$ cat src/rtl/full_adder_pkg.sv
// Shared constants and helpers for the registered ripple adder.
// Imported by the half-adder cell and the adder top level.
package full_adder_pkg;

  localparam int MAX_WIDTH = 64;

  // Width of {cout, sum}: one carry bit above the operands.
  function automatic int res_width(input int w);
    return w + 1;
  endfunction

endpackage

$ cat src/rtl/full_adder_ha_46_half_adder.sv
// Single-bit half adder, the building block of the adder cell.
// Ports: x, y operands -> s = x ^ y, c = x & y.
module half_adder
  import full_adder_pkg::*;
(
  input  logic x,
  input  logic y,
  output logic s,
  output logic c
);

  assign s = x ^ y;
  assign c = x & y;

endmodule

$ cat src/rtl/full_adder_ha_46.sv
// Registered WIDTH-bit ripple adder; each bit is two half adders plus OR.
// Ports: clk, rst (async high), in_valid, a, b, cin -> sum, cout, out_valid.
module full_adder_ha_46
  import full_adder_pkg::*;
#(
  parameter int WIDTH = 1
) (
  input  logic             clk,
  input  logic             rst,
  input  logic             in_valid,
  input  logic [WIDTH-1:0] a,
  input  logic [WIDTH-1:0] b,
  input  logic             cin,
  output logic [WIDTH-1:0] sum,
  output logic             cout,
  output logic             out_valid
);

  localparam int RW = res_width(WIDTH);

  if (WIDTH < 1 || WIDTH > MAX_WIDTH) begin : g_bad_width
    $error("full_adder_ha_46: WIDTH out of range");
  end

  logic [RW-1:0]    c;
  logic [WIDTH-1:0] p;
  logic [WIDTH-1:0] g1;
  logic [WIDTH-1:0] g2;
  logic [WIDTH-1:0] s;

  assign c[0] = cin;

  for (genvar i = 0; i < WIDTH; i++) begin : g_bit
    half_adder u_ha1 (
      .x (a[i]),
      .y (b[i]),
      .s (p[i]),
      .c (g1[i])
    );
    half_adder u_ha2 (
      .x (p[i]),
      .y (c[i]),
      .s (s[i]),
      .c (g2[i])
    );
    // g1 and g2 are never both set, so OR is the carry merge.
    assign c[i+1] = g1[i] | g2[i];
  end

  logic [WIDTH-1:0] sum_d;
  logic [WIDTH-1:0] sum_q;
  logic             cout_d;
  logic             cout_q;
  logic             valid_d;
  logic             valid_q;

  // Result registers only load on a valid beat; valid itself
  // tracks in_valid every cycle so stale data reads as not fresh.
  always_comb begin
    sum_d   = sum_q;
    cout_d  = cout_q;
    valid_d = in_valid;
    if (in_valid) begin
      sum_d  = s;
      cout_d = c[RW-1];
    end
  end

  always_ff @(posedge clk or posedge rst) begin
    if (rst) begin
      sum_q   <= '0;
      cout_q  <= 1'b0;
      valid_q <= 1'b0;
    end else begin
      sum_q   <= sum_d;
      cout_q  <= cout_d;
      valid_q <= valid_d;
    end
  end

  assign sum       = sum_q;
  assign cout      = cout_q;
  assign out_valid = valid_q;

endmodule

$ cat config.mk
export PLATFORM = sky130hd
export DESIGN_NAME = full_adder_ha_46
export DESIGN_NICKNAME = d
export VERILOG_FILES = /design/src/rtl/full_adder_pkg.sv /design/src/rtl/full_adder_ha_46_half_adder.sv /design/src/rtl/full_adder_ha_46.sv
export SDC_FILE = /design/constraint.sdc
export NUM_CORES = 1
export LEC_CHECK = 0
export ABC_AREA = 1
export ABC_CLOCK_PERIOD_IN_PS = 800
export BUFFER_PORTS_ARGS = -buffer_cell sky130_fd_sc_hd__buf_2
export CAP_MARGIN = 20
export CELL_PAD_IN_SITES_DETAIL_PLACEMENT = 1
export CELL_PAD_IN_SITES_GLOBAL_PLACEMENT = 1
export CORE_AREA = 2 2 39 41
export CTS_BUF_LIST = sky130_fd_sc_hd__clkbuf_4
export CTS_CLUSTER_DIAMETER = 80
export DETAILED_ROUTE_END_ITERATION = 10
export DIE_AREA = 0 0 41 43
export GPL_TIMING_DRIVEN = 0
export HOLD_SLACK_MARGIN = 0.08
export PLACE_DENSITY = 0.32
export SETUP_SLACK_MARGIN = 0.02
export SYNTH_ARGS = -nofsm -noshare
export SYNTH_HDL_FRONTEND = slang
export SYNTH_SLANG_ARGS = --single-unit
$ cat constraint.sdc
create_clock -name clk -period 0.8 [get_ports clk]
set_input_delay 0.12 -clock clk [delete_from_list [all_inputs] [get_ports clk]]
set_output_delay 0.12 -clock clk [all_outputs]
set_load 0.03 [all_outputs]
# == Word-level counts from Yosys, hierarchy flattened ==
# Index checks and enable logic that the tools add are counted.
# word_totals
ff_bits,3
input_bits,6
out_inout_bits,3
elab_cells,8
# classes
n_bitwise,5
# op_table
cell,n
$and A1 B1 Y1,2
$xor A1 B1 Y1,2
$or A1 B1 Y1,1

# == Longest topological paths before layout ==
# logic_depth
depth_word,3
mapped_depth,3
ltp_nobuf,3

# == Hierarchy ==
# Synthesis repeated with hierarchy kept, for this count alone.
# hier_totals
hier_cells,13
hier_area_um2,131.4
# modules_own_cells
mod,n_inst,cells_each,area_per_inst_um2,seq_area_each_um2
full_adder_ha_46,1,11,106.4,75.1
half_adder,2,1,12.5,0.0

# == Worst setup path after synthesis ==
# Ideal clock, no wire load.
# synth_path
kind,input port to flip-flop
start,input port a
end,register sum_q (netlist: sum)
setup_ps,118
arrival_ps,673
required_ps,682
path_slack_ps,9
path_stages,3
n_path_buf,0
cell_sequence,fa_1 nand2_1 nand2_1
# synth_between
elab_chain_cells,2
# synth_lines
item,line_no,rtl
"start, declared",full_adder_ha_46.sv:11,"input logic [WIDTH-1:0] a,"
$xor A1 B1 Y1 (2 in a row),full_adder_ha_46_half_adder.sv:12,assign s = x ^ y;
"end signal, assigned",full_adder_ha_46.sv:75,sum_q <= sum_d;
"end, declared",full_adder_ha_46.sv:51,logic [WIDTH-1:0] sum_q;
# Every way passes these cells.
# A chain may end at the register's enable or synchronous reset.

# == Worst setup path after layout ==
# layout_path
start,register sum_q (netlist: sum)
end,output port sum
# layout_lines
item,line_no,rtl
"end, declared",full_adder_ha_46.sv:14,"output logic [WIDTH-1:0] sum,"
# No word-level cell between the ends.

==> impl_metrics.py <==
metrics = {
    "sta": {
        "rsz0062_at_grt": "yes",
        "period_needed_ns": 0.874,
        "fin_ws_ns": -0.0738,
        "finalHoldViolCount": 0,
        "relSlewSlack_pct": 92.2,
        "post-route-period-util_pct": 109,
        "skew_ns": 0,
        "setup_viol": 3,
        "worst_pin_slew_ns": 0.117,
        "clock.fmax_mhz": 1140,
        "whs_ns": 0.144,
        "slew_viol_final": 0,
    },
    "die": {
        "fp-row-count": 14,
        "fp.dieArea_um2": 1760,
        "ios": 9,
        "initial_core_util_pct": 9.04,
        "die_x_um": 41,
        "core_um2": 1380,
        "die_h_um": 43,
    },
    "routing": {
        "remaining_drc_errors": 0,
        "vias": 127,
        "via_per_inst": 2.89,
        "antenna_left": 0,
        "avgRoutedWirePerCell_um": 7.75,
        "dr.pass1.iters": 1,
        "drt_iter0_drc": 0,
        "drt-total-wl_um": 341,
    },
    "grt": {
        "globalRouteOverflowTotal": 0,
        "grt_pass1_wl_um": 538,
        "antenna_found_initial": 0,
        "grt_pass1_vias": 150,
        "grt_usage_pct": 5.44,
        "grt_max_degree": 5,
    },
    "setup_path": {
        "cp_slowest_stage_delay_ns": 0.38,
        "path_buf_inv": 1,
        "cp-end-kind": "primary output",
        "critical_path.slowest_cell": "dfrtp_1",
        "path_cells": "buf_6",
        "worstPathArrival_ns": 0.75,
        "cp_top_family": "flip-flops",
        "required_ns": 0.68,
        "crit_type": "register to primary output",
        "startpoint_type": "register",
        "critical_path.max_fanout": 2,
    },
    "finish": {
        "area_growth_pct": 115,
        "layout-drive-gt1-share_pct": 50.0,
        "multi_input_area_um2": 42.5,
        "instances_no_fill": 44,
        "post-route-util_pct": 19.4,
        "regArea_um2": 75.1,
        "layout.nets": 36,
        "nFillCells": 170,
        "n_antenna_cell": 0,
    },
    "job": {
        "maxCapViolCount": 0,
    },
    "clocking": {
        "root_buffer": "clkbuf_4",
        "clock_latency_ns": 0.23,
        "cts.reportedPaths.clkPinSlew_ns": 0.04,
        "cts_buffers": 3,
        "cts_tree": "yes",
        "h-tree-depth": 1,
        "clockBufferDepth": 2,
        "cts.sinks": 3,
    },
    "pwr": {
        "p_leak_uw": 0.000146,
        "total_power_uw": 613,
        "power_density_nw_per_um2": 2280,
        "peakVddDrop_mv": 0.363,
    },
    "status": {
        "failed_checks": "negative setup slack",
        "status": "finished, violations left",
    },
    "synth": {
        "synth_area_um2": 125,
        "netlist.area_leader.share_pct": 60.0,
        "synth_warnings": 0,
        "yosysMostFrequentCell": "nand2_1",
        "synth_area_leaders": "dfrtp_1, nand2_1, fa_1",
        "netlist_instances": 12,
        "synth_flop_cell": "dfrtp_1",
        "ys_top_cells_by_count": "nand2_1, dfrtp_1, inv_1, fa_1",
        "ys_seq_area_share_pct": 60.0,
        "ys_ff_latch": 3,
        "synth_top_area_cell": "dfrtp_1",
        "synth_edf_count": 0,
        "async_flop_share_pct": 100,
        "ys_types": 4,
        "syn_area_per_cell_um2": 10.4,
        "syn_nets": 19,
    },
    "placed_design": {
        "place_congestion": 0.496,
        "preCtsSetupSlack_ns": -0.130,
        "dp_hpwl_um": 277,
        "portBuffers": 8,
        "place_inst": 36,
    },
    "min_path": {
        "hold_class": "primary input to register",
    },
}
[worst reg2reg max path: cells and delay by family (launching register included)]
family,cells,cell delay [ns]
buffers and inverters,1,0.13
flip-flops,1,0.38
AND/OR/NAND/NOR,2,0.09
[final timing paths]
path                       startpoint         to  slack (ns)  cells after the start
max                               sum        sum       -0.07                      1
min                          in_valid       cout        0.14                      3
max reg2reg                       sum        sum        0.08                      3
min reg2reg                      cout       cout        0.58                      3
max in group asynchronous         rst        sum        0.37                      3
min in group asynchronous         rst  out_valid        0.29                      3
[through the flow]
stage / area [µm²] / setup TNS, ns
finish: 269 / -0.202
global placement: 185 / -0.216
global route: 269 / -0.298
floorplan: 125 / 0
CTS: 254 / -0.261
detailed placement: 185 / -0.232
[cell type report]
| type | count | area share, % |
|---|---|---|
| Clock buffer | 4 | 11.2 |
| Inverter | 2 | 2.79 |
| Tap cell | 16 | 7.44 |
| Sequential cell | 3 | 27.9 |
| Multi-Input combinational cell | 7 | 15.8 |
| Timing Repair Buffer | 12 | 34.9 |
[routing by layer]
metal  GRT usage, %  vias to the layer above  wire (µm)
met5              0                        -          0
met4           8.00                        0          0
met3           3.14                        0         53
met2           6.88                        9        156
met1           4.55                       53        130
li1               -                       65          -
[cells in the final DEF (no fill, tap or decap)]
cell type      instances
nand2_1                6
buf_2                  5
dlygate4sd3_1          2
inv_1                  2
buf_4                  2
clkbuf_4               4
dfrtp_1                3
fa_1                   1
buf_6                  3
[report_power, final]
group / internal [µW] / total, µW / leakage, µW / switching (µW)
logic: 69.7 / 134 / 0.0000914 / 64.5
clock network: 221 / 300 / 0.0000184 / 79.4
registers: 168 / 179 / 0.0000360 / 10.3
total: 459 / 613 / 0.000146 / 154
[registers in the layout, summed over array words and instances (netlist names)]
name,flops
sum,1
cout,1
out_valid,1
[cells by family (layout without fill, tap and decap cells)]
kind of cell | count (synthesis) | count (layout) | share of synthesized area [%]
AND/OR/NAND/NOR | 6 | 6 | 18.0
buffers and inverters | 2 | 18 | 6.00
flip-flops | 3 | 3 | 60.0
adder cells (fa/ha/maj) | 1 | 1 | 16.0
[timing repair]
| action | in CTS | in global routing |
|---|---|---|
| hold buffers | 2 | 0 |
| resized for setup | 6 | 0 |
| buffers inserted | 0 | 2 |
| endpoints found under the setup margin | 3 | 3 |
| endpoints found under the hold margin | 4 | 0 |
(Power assumes the default switching activity.)
